<file path="src/rtl/serial_comparator_if.sv">
// serial_comparator_if
//   Host-side bundle for the serial magnitude comparator.
//   master: host (drives start, a, b, is_signed; observes status/results)
//   slave : comparator (observes request; drives busy, done, results)
//   SIZE must match the SIZE parameter of the attached comparator.
interface serial_comparator_if #(
   parameter int SIZE = 8
);
   logic            start;
   logic [SIZE-1:0] a;
   logic [SIZE-1:0] b;
   logic            is_signed;
   logic            busy;
   logic            done;
   logic            is_a_greater;
   logic            is_a_less;
   logic            equal;

   modport master (
      output start, a, b, is_signed,
      input  busy, done, is_a_greater, is_a_less, equal
   );

   modport slave (
      input  start, a, b, is_signed,
      output busy, done, is_a_greater, is_a_less, equal
   );
endinterface

</file>
<file path="src/rtl/serial_comparator.sv">
// serial_comparator
//   Multi-cycle magnitude comparator: compares two SIZE-bit operands DIGIT
//   bits per cycle, MSB first, unsigned or two's-complement, optionally
//   stopping on the first unequal digit.
// Ports
//   clk    rising-edge clock
//   reset  synchronous, active-high reset
//   bus    serial_comparator_if.slave: start/a/b/is_signed in;
//          busy/done/is_a_greater/is_a_less/equal out
module serial_comparator #(
   parameter int SIZE       = 8,
   parameter int DIGIT      = 1,
   parameter int EARLY_EXIT = 0
) (
   input logic                clk,
   input logic                reset,
   serial_comparator_if.slave bus
);
   localparam int N   = (SIZE + DIGIT - 1) / DIGIT;  // steps per operation
   localparam int PW  = N * DIGIT;                   // padded operand width
   localparam int PAD = PW - SIZE;                   // zero bits added at LSB end
   localparam int CW  = $clog2(N + 1);

   typedef enum logic [1:0] {
      IDLE,
      RUN,
      DONE
   } state_t;

   state_t          state;
   state_t          state_next;
   logic [PW-1:0]   op_a;
   logic [PW-1:0]   op_b;
   logic [CW-1:0]   step;
   logic            gt;
   logic            lt;
   logic [DIGIT-1:0] dig_a;
   logic [DIGIT-1:0] dig_b;
   logic            decided;
   logic            gt_next;
   logic            lt_next;
   logic            last_step;
   logic [SIZE-1:0] sign_flip;
   logic            res_gt;
   logic            res_lt;
   logic            res_eq;

   // Operands are shifted left each step, so the current digit is always
   // the top DIGIT bits.
   assign dig_a     = op_a[PW-1 -: DIGIT];
   assign dig_b     = op_b[PW-1 -: DIGIT];
   assign decided   = gt | lt;
   // Once a digit has decided, later digits are masked off.
   assign gt_next   = gt | (!decided && (dig_a > dig_b));
   assign lt_next   = lt | (!decided && (dig_a < dig_b));
   assign last_step = (step == CW'(N - 1));
   // Inverting both MSBs maps two's-complement order onto unsigned order.
   assign sign_flip = SIZE'(bus.is_signed) << (SIZE - 1);

   // NOTE: sequential state uses non-blocking (<=) so every flop samples
   // pre-edge values regardless of statement order.
   always_ff @(posedge clk) begin
      if (reset) state <= IDLE;
      else       state <= state_next;
   end

   // NOTE: every signal written here gets a default first; a path that
   // leaves one unassigned would infer a latch.
   always_comb begin
      state_next = state;
      case (state)
         IDLE: if (bus.start) state_next = RUN;
         RUN: begin
            if (last_step || ((EARLY_EXIT != 0) && (gt_next || lt_next)))
               state_next = DONE;
         end
         DONE:    state_next = IDLE;
         default: state_next = IDLE;
      endcase
   end

   // NOTE: the reset clears operands and results too, so an aborted run
   // leaves nothing stale on the outputs.
   always_ff @(posedge clk) begin
      if (reset) begin
         op_a   <= '0;
         op_b   <= '0;
         step   <= '0;
         gt     <= 1'b0;
         lt     <= 1'b0;
         res_gt <= 1'b0;
         res_lt <= 1'b0;
         res_eq <= 1'b0;
      end else begin
         case (state)
            IDLE: begin
               if (bus.start) begin
                  op_a <= PW'(bus.a ^ sign_flip) << PAD;
                  op_b <= PW'(bus.b ^ sign_flip) << PAD;
                  step <= '0;
                  gt   <= 1'b0;
                  lt   <= 1'b0;
               end
            end
            RUN: begin
               op_a <= op_a << DIGIT;
               op_b <= op_b << DIGIT;
               step <= step + 1'b1;
               gt   <= gt_next;
               lt   <= lt_next;
               if (state_next == DONE) begin
                  res_gt <= gt_next;
                  res_lt <= lt_next;
                  res_eq <= !(gt_next || lt_next);
               end
            end
            default: ;
         endcase
      end
   end

   assign bus.busy         = (state != IDLE);
   assign bus.done         = (state == DONE);
   assign bus.is_a_greater = res_gt;
   assign bus.is_a_less    = res_lt;
   assign bus.equal        = res_eq;
endmodule

</file>
<file path="src/flat_wrapper.sv">
// flat-port wrapper written by rule: the top's interface ports become plain ports
module serial_comparator_flat 
#(
   parameter int SIZE       = 8,
   parameter int DIGIT      = 1,
   parameter int EARLY_EXIT = 0
)
  (clk, reset, bus_start, bus_a, bus_b, bus_is_signed, bus_busy, bus_done, bus_is_a_greater, bus_is_a_less, bus_equal);
  serial_comparator_if #(.SIZE(SIZE)) bus_i ();
  input logic clk;
  input logic reset;
  input wire logic [$bits(bus_i.start)-1:0] bus_start;
  input wire logic [$bits(bus_i.a)-1:0] bus_a;
  input wire logic [$bits(bus_i.b)-1:0] bus_b;
  input wire logic [$bits(bus_i.is_signed)-1:0] bus_is_signed;
  output wire logic [$bits(bus_i.busy)-1:0] bus_busy;
  output wire logic [$bits(bus_i.done)-1:0] bus_done;
  output wire logic [$bits(bus_i.is_a_greater)-1:0] bus_is_a_greater;
  output wire logic [$bits(bus_i.is_a_less)-1:0] bus_is_a_less;
  output wire logic [$bits(bus_i.equal)-1:0] bus_equal;
  assign bus_i.start = bus_start;
  assign bus_i.a = bus_a;
  assign bus_i.b = bus_b;
  assign bus_i.is_signed = bus_is_signed;
  assign bus_busy = bus_i.busy;
  assign bus_done = bus_i.done;
  assign bus_is_a_greater = bus_i.is_a_greater;
  assign bus_is_a_less = bus_i.is_a_less;
  assign bus_equal = bus_i.equal;
  serial_comparator #(.SIZE(SIZE), .DIGIT(DIGIT), .EARLY_EXIT(EARLY_EXIT)) u_core (.clk(clk), .reset(reset), .bus(bus_i));
endmodule
</file>
<file path="config.mk">
export PLATFORM = sky130hd
export DESIGN_NAME = serial_comparator_flat
export DESIGN_NICKNAME = d
export VERILOG_FILES = /design/src/rtl/serial_comparator_if.sv /design/src/rtl/serial_comparator.sv /design/src/flat_wrapper.sv
export SDC_FILE = /design/constraint.sdc
export NUM_CORES = 1
export LEC_CHECK = 0
export ABC_AREA = 0
export CORE_UTILIZATION = 49
export CTS_CLUSTER_DIAMETER = 60
export CTS_CLUSTER_SIZE = 8
export DETAILED_ROUTE_END_ITERATION = 16
export HOLD_SLACK_MARGIN = 0.06
export PLACE_DENSITY = 0.78
export SETUP_SLACK_MARGIN = 0.1
export SLEW_MARGIN = 20
export SYNTH_ARGS = -nofsm -noshare
export SYNTH_HDL_FRONTEND = slang
export SYNTH_SLANG_ARGS = --single-unit
</file>
<file path="constraint.sdc">
create_clock -name clk -period 1.6 [get_ports clk]
set_input_delay 0.4 -clock clk [delete_from_list [all_inputs] [get_ports clk]]
set_output_delay 0.4 -clock clk [all_outputs]
set_load 0.005 [all_outputs]
</file>
# == Word level (Yosys, flattened, before mapping) ==
# Index checks and enable logic that the tools add are counted.
# totals
reg_bits,27
latchBits,0
ram_bits,0
rom_bits,0
input_bits,20
wordCells,44
memories,0
# classes
addsub,1
multipliers,0
n_div,0
order_cmp,2
n_eq_ne,5
shift,0
n_mux,12
n_bitwise,5
reduce_logical,10
# ops
cell,count
$pmux W8 S2,2
$mux W8,2
$xor A8 B8 Y8,2
$pmux W4 S2,1
$add A4 B1 Y4 const B,1
$eq A2 B2 Y1 const B,2
$eq A4 B3 Y1 const B,1
$mux W2,2
$mux W4,1
$pmux W1 S2,2
$pmux W2 S2,1
$reduce_and A2 Y1,2
$reduce_bool A2 Y1,2
$or A1 B1 Y1,3
$eq A2 B1 Y1 const B,1
$logic_and A1 B1 Y1,2
$logic_not A1 Y1,2
$logic_not A2 Y1,1
$ne A2 B2 Y1 const B,1
$gt A1 B1 Y1,1
$logic_or A1 B1 Y1,1
$lt A1 B1 Y1,1
$mux W1,1

# == Logic depth before layout (Yosys ltp) ==
# Gate-level depths: netlist (run 1).
# logic_depth
ltp_word,6
depth_mapped,5

# == Worst setup path before layout (run 1) ==
# Ideal clock, no wire load.
# synth_path
path_type,register -> output
startpoint,reg u_core.state[1]
endpoint,out bus_busy
arrival_time_ps,825
slack_ps,375
path_stages_with_launch,4
n_path_buf,1
cell_sequence,dfxtp_1 -> inv_1 -> clkbuf_1 -> nand2_1
# synth_between
elab_chain_cells,1
# synth_lines
item,line_no,text
start: declaration,serial_comparator.sv:30,state_t state;
start signal: assignment,serial_comparator.sv:64,else state <= state_next;
$reduce_bool A2 Y1,serial_comparator.sv:122,assign bus.busy = (state != IDLE);
end: declaration,flat_wrapper.sv:16,output wire logic [$bits(bus_i.busy)-1:0] bus_busy;
# No other way between the ends.

# == Final worst setup path (run 1) ==
# layout_path
startpoint,reg u_core.state[0]
endpoint,out bus_done
# layout_between
elab_chain_cells,1
# layout_lines
item,line_no,text
$eq A2 B2 Y1,serial_comparator.sv:123,assign bus.done = (state == DONE);
end: declaration,flat_wrapper.sv:17,output wire logic [$bits(bus_i.done)-1:0] bus_done;
# No other way between the ends.

==> results of run 1 <==
critical path, cell delays in order, from the launching register on:
cell and delay [ns]:
dfxtp_2 0.37, buf_4 0.14, nor2_1 0.09, clkbuf_2 0.11
sequential cells by signal (all words and copies together), names as in the netlist:
register / flops
u_core.step: 4
u_core.bus.equal: 1
u_core.op_b: 8
u_core.bus.is_a_less: 1
u_core.gt: 1
u_core.state: 2
u_core.bus.is_a_greater: 1
u_core.lt: 1
u_core.op_a: 8
worst max path at each step:
stage / end / slack, ns / cells past startpoint / startpoint
finish: bus_done / 0.17 / 3 / u_core.state[0]$_SDFF_PP0_
global route: u_core.bus.is_a_less$_SDFFE_PP0P_ / 0.10 / 4 / u_core.step[0]$_SDFFE_PP0P_
CTS: bus_done / 0.05 / 3 / u_core.state[0]$_SDFF_PP0_
detailed placement: u_core.op_a[2]$_SDFFE_PP0P_ / -0.1 / 4 / bus_start
global placement: u_core.op_a[2]$_SDFFE_PP0P_ / -0.03 / 4 / bus_start
floorplan: bus_busy / 0.38 / 3 / u_core.state[1]$_SDFF_PP0_
through the flow:
step	utilization [%]	TNS [ns]	std cells	cell area, sq um
CTS	67.1	0	185	1480
finish	67.1	0	185	1480
global placement	65.5	-0.0766	180	1450
global route	67.1	0	185	1480
detailed placement	65.5	-0.464	180	1450
floorplan	-	0	129	1160
layout make-up:
cell class / count / share of cell area [%]
clock inverter: 1 / 0.337
timing repair buffer: 34 / 20.7
multi-input combinational: 88 / 37.3
inverter: 4 / 1.01
tap: 28 / 2.36
clock buffer: 3 / 1.52
sequential: 27 / 36.8
routing by layer:
layer	up-vias	routed length (microns)	part of all wire, %
met4	0	31	1.2
met3	4	140	5.3
met5	-	0	0
li1	531	-	-
met2	43	1330	50
met1	502	1160	43
power groups by stage:
stage | sequential, mW | combinational (mW) | clock (mW)
after detailed placement | 0.754 | 0.210 | 0
after CTS | 0.740 | 0.213 | 0.298
after global placement | 0.753 | 0.200 | 0
after floorplan | 0.746 | 0.125 | 0
final | 0.741 | 0.214 | 0.289
after global routing | 0.744 | 0.237 | 0.321
cells in the mapped netlist, drive strengths merged:
master	instances	area share, %
o32ai	2	1.5
o21ba	1	0.87
o22ai	12	6.5
a222oi	2	1.7
nor2	22	7.1
and3b	1	0.76
inv	4	1.3
xor2	3	2.3
or4	2	1.3
nand2	4	1.3
a211oi	13	8.4
a22oi	3	1.9
a31oi	1	0.54
o21bai	1	0.97
nand3	2	0.87
a311oi	2	1.5
a21oi	5	2.2
dfxtp	27	47
nor3b	2	1.3
nand2b	3	1.6
o21ai	1	0.43
buf	6	3.0
mux2i	2	1.7
clkbuf	4	1.3
nor2b	3	1.6
ha	1	1.1
what timing repair did:
item	CTS	global route
gates resized for setup	11	4
setup endpoints to repair	5	6
hold buffers	0	0
buffers inserted	1	0
hold endpoints to repair	0	0
kinds of logic (layout without fill, tap and decap cells):
group                    after synthesis  in the layout
AO/OA/AOI/OAI                         43             43
AND/OR/NAND/NOR                       39             39
flip-flops                            27             27
buffers and inverters                 14             42
XOR/XNOR                               3              3
multiplexers                           2              2
adder cells (fa/ha/maj)                1              1
==> flow_metrics.py, run 1 <==
metrics = {
    "setup_path": {
        "worstReg2RegStart": "u_core.state[0]$_SDFF_PP0_",
        "worst-r2r-cell-count": 6,
        "worstSetupStartpointType": "register",
        "r2r_end": "u_core.op_a[2]$_SDFFE_PP0P_",
        "worst-endpoint-arrival_ns": 1.03,
        "regToRegSetupSlack_ns": 0.20,
        "worst_path_fanout_max": 3,
        "worst_setup_path_end_kind": "output port",
        "setup.worst_path.class": "register to output port",
        "crit_required_ns": 1.20,
    },
    "synth": {
        "yosysWarningCount": 0,
        "largest_family_of_logic_cells_by_synthesized_area": "compound AO/OA/AOI/OAI gates",
        "yosys.area_share.xor_xnor_pct": 2.27,
        "syn_area_sq_um": 1160,
        "synth_compound_gate_area_share_pct": 26.6,
        "synthSimpleGateAreaFrac_pct": 15.9,
        "synth.ff_latch_count": 27,
        "muxShareOfSynthArea_pct": 1.73,
        "syn_nets": 150,
        "syn-mean-instance-area_sq_um": 8.96,
        "synth_seq_area_share_pct": 46.8,
        "synth_adder_area_share_pct": 1.08,
        "unique_cell_type_count_in_the_yosys_netlist": 29,
        "post_synth_inst_count": 129,
    },
    "min_path": {
        "worst_hold_path.num_cells": 2,
        "holdCritStartpoint": "u_core.bus.equal$_SDFFE_PP0P_",
        "hold_end": "u_core.bus.equal$_SDFFE_PP0P_",
        "hold_class": "register to register",
    },
    "global_routing": {
        "grt_first_pass_wirelength_microns": 4450,
        "grtUsageMet1_pct": 27.3,
        "global_route.usage.total_pct": 23.0,
        "grt_antenna_before_repair": 0,
        "top_usage_layer": "met2",
        "first_global_vias": 1055,
        "globalRouteOverflowTotal": 0,
        "globalRouteMet3Util_pct": 3.03,
        "grt_start_max_net_pins": 29,
        "met2_usage_pct": 41.6,
    },
    "power": {
        "total_power_mw": 1.24,
        "internal-power_uw": 923,
        "power_density_nw_per_um2": 839,
        "seq_power_share_pct": 59.5,
        "peakVddDrop_v": 0.000509,
        "comb_power_share_pct": 17.2,
        "total_leakage_power_nw": 0.588,
        "clk_pwr_share_pct": 23.2,
        "sw_frac_of_total_pct": 25.8,
        "power_switching_uw": 321,
    },
    "sta": {
        "finalCriticalPeriod_ns": 1.43,
        "slew_headroom_pct": 79.4,
        "hold_slack_ns": 0.487,
        "skew_ns": 0.00538,
        "timing.final.hold_violations": 0,
        "rsz0062_at_grt": "no",
        "final_max_slew_viol_count": 0,
        "worst_pin_slew_ns": 0.308,
        "share_of_the_clock_period_used_by_the_worst_path_after_layout_pct": 89.7,
        "clock.fmax_ghz": 0.697,
        "pnr_worst_setup_slack_ns": 0.166,
        "setup_viol": 0,
    },
    "final_layout": {
        "area.sequential_sq_um": 547,
        "layout.cells.most_common_list": "nor2_1 (22), dfxtp_1 (22), clkdlybuf4s50_1 (19)",
        "finalNetCount": 179,
        "fraction_of_layout_cells_with_a_size_suffix_above_1_pct": 15.9,
        "flow.area_growth_from_synthesis_pct": 28.4,
        "fillers": 196,
        "antennaDiodeCount": 0,
        "multi_input_area_sq_um": 553,
    },
    "die": {
        "initial_core_utilization_pct": 52.3,
        "dieHeight_microns": 50.6,
        "coreArea_sq_um": 2210,
        "rows": 17,
        "floorplan.die_area_sq_um": 2560,
        "num_io_pins": 25,
        "die_w_microns": 50.6,
    },
    "place": {
        "dpl.hpwl_microns": 1960,
        "place_congestion": 0.821,
        "dpl_worst_slack_ns": -0.0957,
        "placement.io_buffers": 24,
    },
    "clock_tree": {
        "max_h_tree_level": 1,
        "tritoncts.num_buffers": 3,
        "clkSinkCount": 27,
        "cts_tree": "built",
        "path_clk_slew_ns": 0.14,
        "clock_latency_ns": 0.32,
        "clock_tree.buffer_depth": 2,
        "cts_root_buffer": "clkbuf_4",
    },
    "drt": {
        "route.vias.total": 1080,
        "vias_per_cell": 5.84,
        "drt-pass1-iter-count": 4,
        "first_iter_violations": 49,
        "drt-total-wl_microns": 2660,
        "drt_drc_violations_left": 0,
        "routed_wire_length_per_instance_microns": 14.4,
        "drt.antenna.violating_nets": 0,
    },
    "job": {
        "max_cap_viol_count": 0,
    },
    "status": {
        "status": "complete, no violations",
    },
}
Note: power is estimated with default switching activity, not from simulation.
==> run 2: changes to the inputs <==
CORE_UTILIZATION = 52   (was 49)
PLACE_DENSITY = 0.82   (was 0.78)
RECOVER_POWER = 50   (was default)
clock period = 1.8 ns   (was 1.6 ns; I/O delays follow)
==> run 2 against run 1 <==
Critical path depth down 2. Routed wire length up 5.5%. Sequential share of layout area down 0.31 points. Total power down 11%. First-iteration DRC count down 20%. Critical endpoint is now bus_equal. Largest power group unchanged.
==> flow_metrics.py, run 2 (synthesized netlist as in run 1, its figures left out) <==
metrics = {
    "die": {
        "num_io_pins": 25,
        "dieHeight_microns": 49.2,
        "floorplan.die_area_sq_um": 2420,
        "die_w_microns": 49.2,
        "initial_core_utilization_pct": 57.2,
        "rows": 16,
        "coreArea_sq_um": 2020,
    },
    "sta": {
        "rsz0062_at_grt": "no",
        "slew_headroom_pct": 55.8,
        "share_of_the_clock_period_used_by_the_worst_path_after_layout_pct": 90.6,
        "setup_total_negative_slack_ns": 0,
        "hold_slack_ns": 0.516,
        "worst_pin_slew_ns": 0.661,
        "timing.final.hold_violations": 0,
        "setup_viol": 0,
        "finalCriticalPeriod_ns": 1.63,
        "clock.fmax_ghz": 0.613,
        "skew_ns": 0.00836,
        "final_max_slew_viol_count": 0,
        "pnr_worst_setup_slack_ns": 0.169,
    },
    "place": {
        "post-place-cells": 178,
        "dpl.hpwl_microns": 2050,
        "place_congestion": 0.794,
        "dpl_worst_slack_ns": 0.0392,
        "placed_cell_area_sq_um": 1470,
        "placement.io_buffers": 24,
    },
    "setup_path": {
        "setup.worst_path.class": "register to output port",
        "timing.critical_path.from": "u_core.bus.equal$_SDFFE_PP0P_",
        "cpMaxStageDelayCell": "clkdlybuf4s50_1",
        "worstReg2RegStart": "u_core.state[0]$_SDFF_PP0_",
        "crit_required_ns": 1.35,
        "timing.critical_path.cells": "clkdlybuf4s50_1",
        "worst-r2r-cell-count": 4,
        "worst_path_fanout_max": 2,
        "worst_setup_path_end_kind": "output port",
        "worstSetupStartpointType": "register",
        "timing.critical_path.max_delay_family": "buffers and inverters",
        "total_buffers_and_inverters_traversed_by_the_critical_path": 1,
        "worst-endpoint-arrival_ns": 1.18,
        "worstSetupPathDepth": 1,
        "critical-path-max-stage-delay_ns": 0.50,
    },
    "power": {
        "total_leakage_power_nw": 0.567,
        "internal-power_uw": 824,
        "clk_pwr_share_pct": 23.4,
        "comb_power_share_pct": 17.3,
        "total_power_mw": 1.11,
        "power_density_nw_per_um2": 749,
        "seq_power_share_pct": 59.4,
        "sw_frac_of_total_pct": 25.7,
        "power_switching_uw": 285,
        "peakVddDrop_v": 0.000521,
    },
    "final_layout": {
        "reg.largest.list": "u_core.op_a: 8 flops, u_core.op_b: 8 flops, u_core.step: 4 flops",
        "finalNetCount": 177,
        "post-route-util_pct": 73.3,
        "final_design_area_no_fill_sq_um": 1480,
        "finish.cell_count_without_fillers": 182,
        "most_common_cell_after_layout_fill_and_taps_aside": "dfxtp_1",
        "antennaDiodeCount": 0,
        "fraction_of_layout_cells_with_a_size_suffix_above_1_pct": 7.74,
        "flow.area_growth_from_synthesis_pct": 28.2,
        "layout.cells.most_common_list": "dfxtp_1 (26), nor2_1 (22), clkdlybuf4s50_1 (22)",
    },
    "min_path": {
        "hold_class": "register to register",
        "holdCritStartpoint": "u_core.op_a[2]$_SDFFE_PP0P_",
        "worst_hold_path.num_cells": 2,
    },
    "global_routing": {
        "globalRouteOverflowTotal": 0,
        "grt_start_max_net_pins": 29,
        "grt_antenna_before_repair": 0,
        "global_route.usage.total_pct": 26.0,
        "first_global_vias": 1096,
        "grt_first_pass_wirelength_microns": 4750,
    },
    "drt": {
        "vias_per_cell": 5.87,
        "routed_wire_length_per_instance_microns": 15.4,
        "drt-total-wl_microns": 2800,
        "drt.antenna.violating_nets": 0,
        "drt-pass1-iter-count": 4,
        "route.vias.total": 1068,
        "drt_drc_violations_left": 0,
        "first_iter_violations": 39,
    },
    "clock_tree": {
        "max_h_tree_level": 1,
        "path_clk_slew_ns": 0.14,
        "cts_tree": "built",
        "post_cts.repair.setup_buffers": 0,
        "clock_tree.buffer_depth": 2,
        "clkSinkCount": 27,
        "clock_latency_ns": 0.33,
        "tritoncts.num_buffers": 3,
        "cts_root_buffer": "clkbuf_4",
    },
    "status": {
        "status": "complete, no violations",
    },
    "job": {
        "max_cap_viol_count": 0,
    },
}
[run 2: cell count changes in the layout (fill, tap and decap cells not counted), sizes merged]
cell	before	now
dlygate4sd2	3	2
clkinv	1	0
clkbuf	4	5
clkdlybuf4s50	19	22
buf	10	7
clkdlybuf4s15	1	0
[run 2: layer usage]
metal | part of all wire (%) | GRT usage (%)
met3 | 4.2 | 4.36
met4 | 2.4 | 17.6
met5 | 0 | 0
met2 | 50 | 42.5
met1 | 43 | 31.0
[run 2: worst paths after layout]
path / endpoint / slack, ns
max reg2reg: u_core.op_b[7]$_SDFFE_PP0P_ / 0.22
min reg2reg: u_core.op_a[2]$_SDFFE_PP0P_ / 0.52
max: bus_equal / 0.17
min: u_core.op_a[2]$_SDFFE_PP0P_ / 0.52
[run 2: repair_timing]
action / 4_1_cts / 5_1_grt
resized for setup: 4 / 0
setup endpoints to repair: 2 / 0
hold buffers: 0 / 0
[run 2: area by class of cell]
cell class	instances	area (sq um)
repair buffers	32	319
well taps	27	33.8
flip-flops and latches	27	542
clock buffers	4	26.3
fillers	159	539
multi-input cells	88	547
inverters	4	15.0
[run 2: power groups by stage]
stage,clock network [mW],logic (mW),registers [mW]
after detailed placement,0,0.194,0.671
after global placement,0,0.184,0.669
after CTS,0.269,0.193,0.658
final,0.259,0.192,0.659
after global routing,0.294,0.209,0.663
after floorplan,0,0.111,0.663
==> run 3: changes to the inputs <==
SETUP_SLACK_MARGIN = 0.05   (was 0.1)
==> results of run 3 <==
Same layout as run 2: the final DEF is identical, and so are final timing and power.
